**config.mk**
```make
export PLATFORM = sky130hd
export DESIGN_NAME = alu_result_fifo
export DESIGN_NICKNAME = d
export VERILOG_FILES = /design/src/rtl/alu_result_fifo.sv
export SDC_FILE = /design/constraint.sdc
export NUM_CORES = 1
export LEC_CHECK = 0
export ABC_AREA = 1
export ABC_CLOCK_PERIOD_IN_PS = 3700
export BUFFER_PORTS_ARGS = -buffer_cell sky130_fd_sc_hd__buf_2
export CAP_MARGIN = 20
export CORE_MARGIN = 4
export CORE_UTILIZATION = 55
export DETAILED_ROUTE_END_ITERATION = 10
export GPL_TIMING_DRIVEN = 0
export PLACE_DENSITY_LB_ADDON = 0.25
export RECOVER_POWER = 100
export SYNTH_ARGS = -nofsm -noshare
export SYNTH_HDL_FRONTEND = slang
export SYNTH_SLANG_ARGS = --single-unit
```
**constraint.sdc**
```tcl
create_clock -name clk -period 3.7 [get_ports clk]
set_input_delay 0.37 -clock clk [delete_from_list [all_inputs] [get_ports clk]]
set_output_delay 0.37 -clock clk [all_outputs]
set_load 0.01 [all_outputs]
```
**src/rtl/alu_result_fifo.sv**
```systemverilog
// First-word fall-through FIFO for ALU result words and their flags, with a
// saturating count of accepted entries that carried the overflow flag.
module alu_result_fifo #(
  parameter int DEPTH = 4
) (
  input  logic                     clk,
  input  logic                     rst_n,
  input  logic                     in_valid,
  output logic                     in_ready,
  input  logic [31:0]              in_result,
  input  logic                     in_carryout,
  input  logic                     in_zero,
  input  logic                     in_overflow,
  output logic                     out_valid,
  input  logic                     out_ready,
  output logic [31:0]              out_result,
  output logic                     out_carryout,
  output logic                     out_zero,
  output logic                     out_overflow,
  output logic [$clog2(DEPTH):0]   count,
  output logic [7:0]               ovf_events,
  input  logic                     clr_events
);

  localparam int AW = $clog2(DEPTH);
  localparam int CW = AW + 1;
  localparam int EW = 35;

  logic [EW-1:0] r_mem [DEPTH];
  logic [AW-1:0] r_wptr;
  logic [AW-1:0] r_rptr;
  logic [CW-1:0] r_count;
  logic [7:0]    r_ovf;

  logic          w_wr;
  logic          w_rd;
  logic [EW-1:0] w_head;

  // Handshakes depend only on registered occupancy, so a full FIFO never
  // accepts a word even when the head is being read in the same cycle.
  assign in_ready  = (r_count < CW'(DEPTH));
  assign out_valid = (r_count != {CW{1'b0}});
  assign w_wr      = in_valid && in_ready;
  assign w_rd      = out_valid && out_ready;

  assign count      = r_count;
  assign ovf_events = r_ovf;

  // Head entry is presented only while occupied; otherwise the outputs are zero.
  always_comb begin
    w_head = {EW{1'b0}};
    if (out_valid) begin
      w_head = r_mem[r_rptr];
    end else begin
      w_head = {EW{1'b0}};
    end
  end

  assign {out_result, out_carryout, out_zero, out_overflow} = w_head;

  // Storage array: no reset, contents are hidden whenever count is zero.
  always_ff @(posedge clk) begin
    if (w_wr) begin
      r_mem[r_wptr] <= {in_result, in_carryout, in_zero, in_overflow};
    end
  end

  // Pointers and occupancy; pointers wrap naturally since DEPTH is a power of two.
  always_ff @(posedge clk or negedge rst_n) begin
    if (!rst_n) begin
      r_wptr  <= {AW{1'b0}};
      r_rptr  <= {AW{1'b0}};
      r_count <= {CW{1'b0}};
    end else begin
      if (w_wr) begin
        r_wptr <= r_wptr + AW'(1);
      end
      if (w_rd) begin
        r_rptr <= r_rptr + AW'(1);
      end
      case ({w_wr, w_rd})
        2'b10:   r_count <= r_count + CW'(1);
        2'b01:   r_count <= r_count - CW'(1);
        default: r_count <= r_count;
      endcase
    end
  end

  // Overflow-event counter; clear wins over a same-cycle increment.
  always_ff @(posedge clk or negedge rst_n) begin
    if (!rst_n) begin
      r_ovf <= 8'd0;
    end else if (clr_events) begin
      r_ovf <= 8'd0;
    end else if (w_wr && in_overflow && (r_ovf != 8'hFF)) begin
      r_ovf <= r_ovf + 8'd1;
    end else begin
      r_ovf <= r_ovf;
    end
  end

endmodule

```
[After elaboration in Yosys (flattened, before gate mapping)]
Memories as Yosys holds them, arrays and structs flattened.
Cells that the tools add are included.
Word-level totals
  bits in registers: 15
  RAM bits: 140
  input bits: 40
  output and inout bits: 48
  logic and storage cells: 27
  memories: 1
Memory list
  r_mem: depth 4, width 35, read ports 1, clocked after Yosys merged registers in 0, write ports 1, line 29  | logic [EW-1:0] r_mem [DEPTH];
Operators by class
  add/sub/neg operators: 5
  magnitude comparators: 1
  equality and inequality tests: 3
  muxes and demuxes: 6
  reduce and logical (&&, ||, !) cells: 7
Operator list (count)
  $mux W35: 1
  $mux W8: 2
  $add A8 B1 Y8 const B: 1
  $ne A8 B8 Y1 const B: 1
  $pmux W3 S2: 1
  $add A2 B1 Y2 const B: 2
  $logic_and A1 B1 Y1: 4
  $reduce_bool A2 Y1: 2
  $add A3 B1 Y3 const B: 1
  $lt A3 B3 Y1 const B: 1
  $reduce_bool A3 Y1: 1
  $sub A3 B1 Y3 const B: 1
  $eq A2 B1 Y1 const B: 1
  $eq A2 B2 Y1 const B: 1
  $mux W1: 2

[Longest topological paths before layout]
  depth in word-level cells: 6
  depth in mapped cells: 10
  gate-level depth less buffers: 10

[Worst setup path after synthesis]
No wires, ideal clock.
  kind: flip-flop to flip-flop
  start: reg r_count[2] (netlist: count[2])
  end: mem r_mem[0][0], enable pin
  library setup time: 427 ps
  data arrival time: 2217 ps
  required time: 3273 ps
  setup slack: 1056 ps
  cell stages (with the launch flop): 4
  buffers on the path: 0
  clock period less this slack: 2644 ps
  cell sequence: dfrtp_1 inv_2 nand2_1 nor2_1
Between the ends
  cells in the longest elaborated chain, start to end: 4
Ends and longest elaborated chain
  from (decl): line 32  | logic [CW-1:0] r_count;
  from (signal assigned): line 73  | r_count <= {CW{1'b0}};
  from (signal assigned): line 82  | 2'b10: r_count <= r_count + CW'(1);
  from (signal assigned): line 83  | 2'b01: r_count <= r_count - CW'(1);
  $lt A3 B3 Y1: line 41  | assign in_ready = (r_count < CW'(DEPTH));
  via in_ready: line 9  | output logic in_ready,
  $logic_and A1 B1 Y1: line 43  | assign w_wr = in_valid && in_ready;
  $mux W1: line 63  | if (w_wr) begin
  $mux W1 (not written as such): line 64  | r_mem[r_wptr] <= {in_result, in_carryout, in_zero, in_overflow};
  to (decl): line 29
The timed path passes the listed nets, and every way through them passes these cells.

[Final worst setup path]
  start: reg r_count[2] (netlist: count[2])
  end: mem r_mem[1][24], enable pin
Between the ends
  cells in the longest elaborated chain, start to end: 4
Ends and longest elaborated chain (line)
  $lt A3 B3 Y1: 41
  $logic_and A1 B1 Y1: 43
  $mux W1: 63
  $mux W1 (not written as such): 64
Every way passes these cells.

==> impl_metrics.py <==
metrics = {
    "grt": {
        "grt_pass1_wl_mm": 22.31,
        "antenna_found_initial": 0,
        "use_met2_pct": 37.81,
        "grtUsageMet1_pct": 27.83,
        "busiest_layer": "met2",
        "grt-ovfl-total": 0,
        "track_usage_pct": 22.24,
        "grt_max_degree": 30,
        "grt_pass1_vias": 4458,
        "met3_usage_pct": 5.895,
    },
    "synthesis": {
        "synth-edff-count": 140,
        "synth_top_area_share_pct": 66.44,
        "post-synth-top-count-cell": "nor2_1",
        "syn-cell-area_um2": 6327,
        "yosysTopAreaCell": "edfxtp_1",
        "yosys_most_used_dff": "edfxtp_1",
        "synth_area_per_cell_um2": 11.78,
        "synth_cell_types": 28,
        "synth-seq-area-share_pct": 72.37,
        "synthCells": 537,
        "async_flop_share_pct": 9.677,
        "yosys_warnings": 0,
        "synthTopCellsByCount": "nor2_1 (160), edfxtp_1 (140), o21ai_1 (70), a21oi_1 (37), nand2_1 (33)",
        "yosys-top-cells-area": "edfxtp_1 (66%), nor2_1 (9.5%), dfrtp_1 (5.9%)",
        "synthesis.nets": 584,
        "synth_seq_cells": 155,
    },
    "cts": {
        "cts.path.max_buffers": 2,
        "clk_pin_slew_ns": 0.06,
        "htreeDepth": 4,
        "cts_hold_buf": 1,
        "cts_tree": "done",
        "root_buffer": "clkbuf_16",
        "cts_made_buffers": 17,
        "cts_resized": 0,
        "clk_latency_ns": 0.41,
        "post-cts-setup-buffers": 0,
        "cts.sinks": 155,
    },
    "critical_path": {
        "crit_type": "reg2reg",
        "worstPathRequired_ns": 3.81,
        "crit_chain": "inv_1 > nand2_1 > nor2_1 > buf_16",
        "reg2reg_depth": 4,
        "worstSetupStartpoint": "count[2]",
        "r2r_start": "count[2]",
        "cp.arrival_ns": 3.01,
        "r2r_end": "r_mem[1][24]",
        "max_stage_delay_ns": 1.55,
        "r2r_slack_ns": 0.80,
        "cp_slowest_cell": "nor2_1",
        "cp-start-kind": "flip-flop",
        "end_kind": "flip-flop",
        "path_max_fanout": 19,
        "crit_end": "r_mem[1][24]",
    },
    "layout": {
        "diodes": 0,
        "final_util_pct": 67.67,
        "syn2layout_area_growth_pct": 17.98,
        "drive_gt1_share_pct": 9.242,
        "nFillCells": 816,
        "finalNetCount": 695,
    },
    "power_and_ir_drop": {
        "power_density_nw_per_um2": 819.8,
        "leakagePower_nw": 2.668,
        "vdd_drop_max_uv": 390.4,
        "fin_total_pwr_w": 0.006119,
    },
    "floorplan": {
        "pin_count": 88,
        "initial_core_util_pct": 57.36,
        "dieArea_um2": 13280,
        "die_h_um": 115.3,
        "core_um2": 11030,
        "rows": 38,
        "die-width_um": 115.3,
    },
    "routing": {
        "via_per_inst": 5.439,
        "wl_mm": 14.13,
        "ant_nets": 0,
        "post_drt_wl_per_cell_um": 17.66,
        "first_pass_iters": 5,
        "drt_iter0_drc": 414,
        "drc": 0,
        "num_vias": 4351,
    },
    "timing": {
        "hold_viol": 0,
        "final.setup.tns_ns": 0,
        "setup_viol": 0,
        "worst_slew_pin_slew_ns": 2.028,
        "worst_slack_ns": 0.8009,
        "clock.fmax_mhz": 344.9,
        "period_share_pct": 78.35,
        "slew_headroom_pct": -35.71,
        "rsz0062_at_grt": "no",
        "drv_slew": 19,
        "worst_hold_slack_ns": 0.2170,
        "finalClockSkew_ns": 0.009207,
        "finalWorstPathRequiredPeriod_ns": 2.899,
    },
    "placement": {
        "io_buffers": 87,
        "dp_slack_ns": 1.593,
        "dp.final_hpwl_mm": 8.862,
        "globalplace.congestion": 0.8152,
    },
    "hold_path": {
        "hold_path.class": "in2reg",
    },
    "job": {
        "drv_cap": 1,
    },
    "run_status": {
        "status": "finished, violations left",
        "violations": "capacitance limit, slew limit",
    },
}
[critical path: cells and delay by family, from the launching register on]
kind | cells | cell delay [ns]
and+or+nand+nor | 2 | 1.77
buffers and inverters | 2 | 0.41
DFF | 1 | 0.40
[report_power, final]
group	total [W]	switching, W	internal (W)
clock network	0.00168	0.000636	0.00104
registers	0.00226	0.0000737	0.00218
logic	0.00219	0.00148	0.000704
total	0.00612	0.00219	0.00393
[cell type report]
cell class,count,area [um2],share of cell area [%]
clock inverters,12,130.1,1.743
repair buffers,92,420.4,5.632
multi-input cells,335,1520,20.37
flip-flops and latches,155,4579,61.35
clock buffers,19,432.9,5.800
plain buffers,26,126.4,1.693
well taps,140,175.2,2.347
inverters,21,80.08,1.073
[placed cells by master, fill, tap and decap left out]
master / n
nand2_1: 35
ha_1: 6
o21ai_1: 67
bufinv_16: 3
clkinv_2: 6
nor3_1: 1
nand2_4: 1
inv_2: 2
clkbuf_16: 17
clkbuf_1: 87
buf_2: 26
buf_12: 2
buf_4: 2
nor3b_1: 1
edfxtp_1: 140
xor2_1: 3
nand3b_1: 1
dlygate4sd3_1: 1
o21bai_1: 1
xnor2_1: 1
clkbuf_2: 1
nor2_1: 161
fa_1: 1
nand3_1: 14
clkinv_1: 7
o21ai_0: 5
inv_1: 15
buf_16: 1
dfrtp_1: 15
a21oi_1: 37
[registers in the layout (all words and copies together), names as in the netlist]
name and cells:
r_mem 140, count 3, ovf_events 8, r_rptr 2, r_wptr 2
[routing by layer]
metal | vias to the layer above | share of wire, %
li1 | 2074 | -
met3 | 22 | 5.4
met5 | - | 0
met1 | 2125 | 41
met4 | 0 | 1.5
met2 | 130 | 52
[through the flow]
step / instance area [um2] / instances
floorplan: 6327 / 537
finish: 7465 / 800
global placement: 6938 / 764
global route: 7465 / 800
detailed placement: 7056 / 768
CTS: 7629 / 800
[worst min-delay path by stage]
stage	from	end	slack (ns)	cells after the start
after floorplan	rst_n	count[0]	0.07	0
after global placement	rst_n	count[1]	0.30	1
after detailed placement	rst_n	count[1]	0.31	1
after CTS	in_result[10]	r_mem[3][13]	0.16	1
after global routing	in_result[20]	r_mem[0][23]	0.21	1
final	in_result[24]	r_mem[3][27]	0.22	1
[cell families (layout without fill, tap and decap cells)]
family | count (synthesis) | in the layout | share of synthesized area (%)
fa+ha+maj | 7 | 7 | 1.503
buf+inv | 47 | 170 | 3.401
flops | 155 | 155 | 72.37
xor+xnor | 4 | 4 | 0.5538
simple gates | 214 | 214 | 13.43
compound gates | 110 | 110 | 8.741
Power figures use the tool's default switching activity.
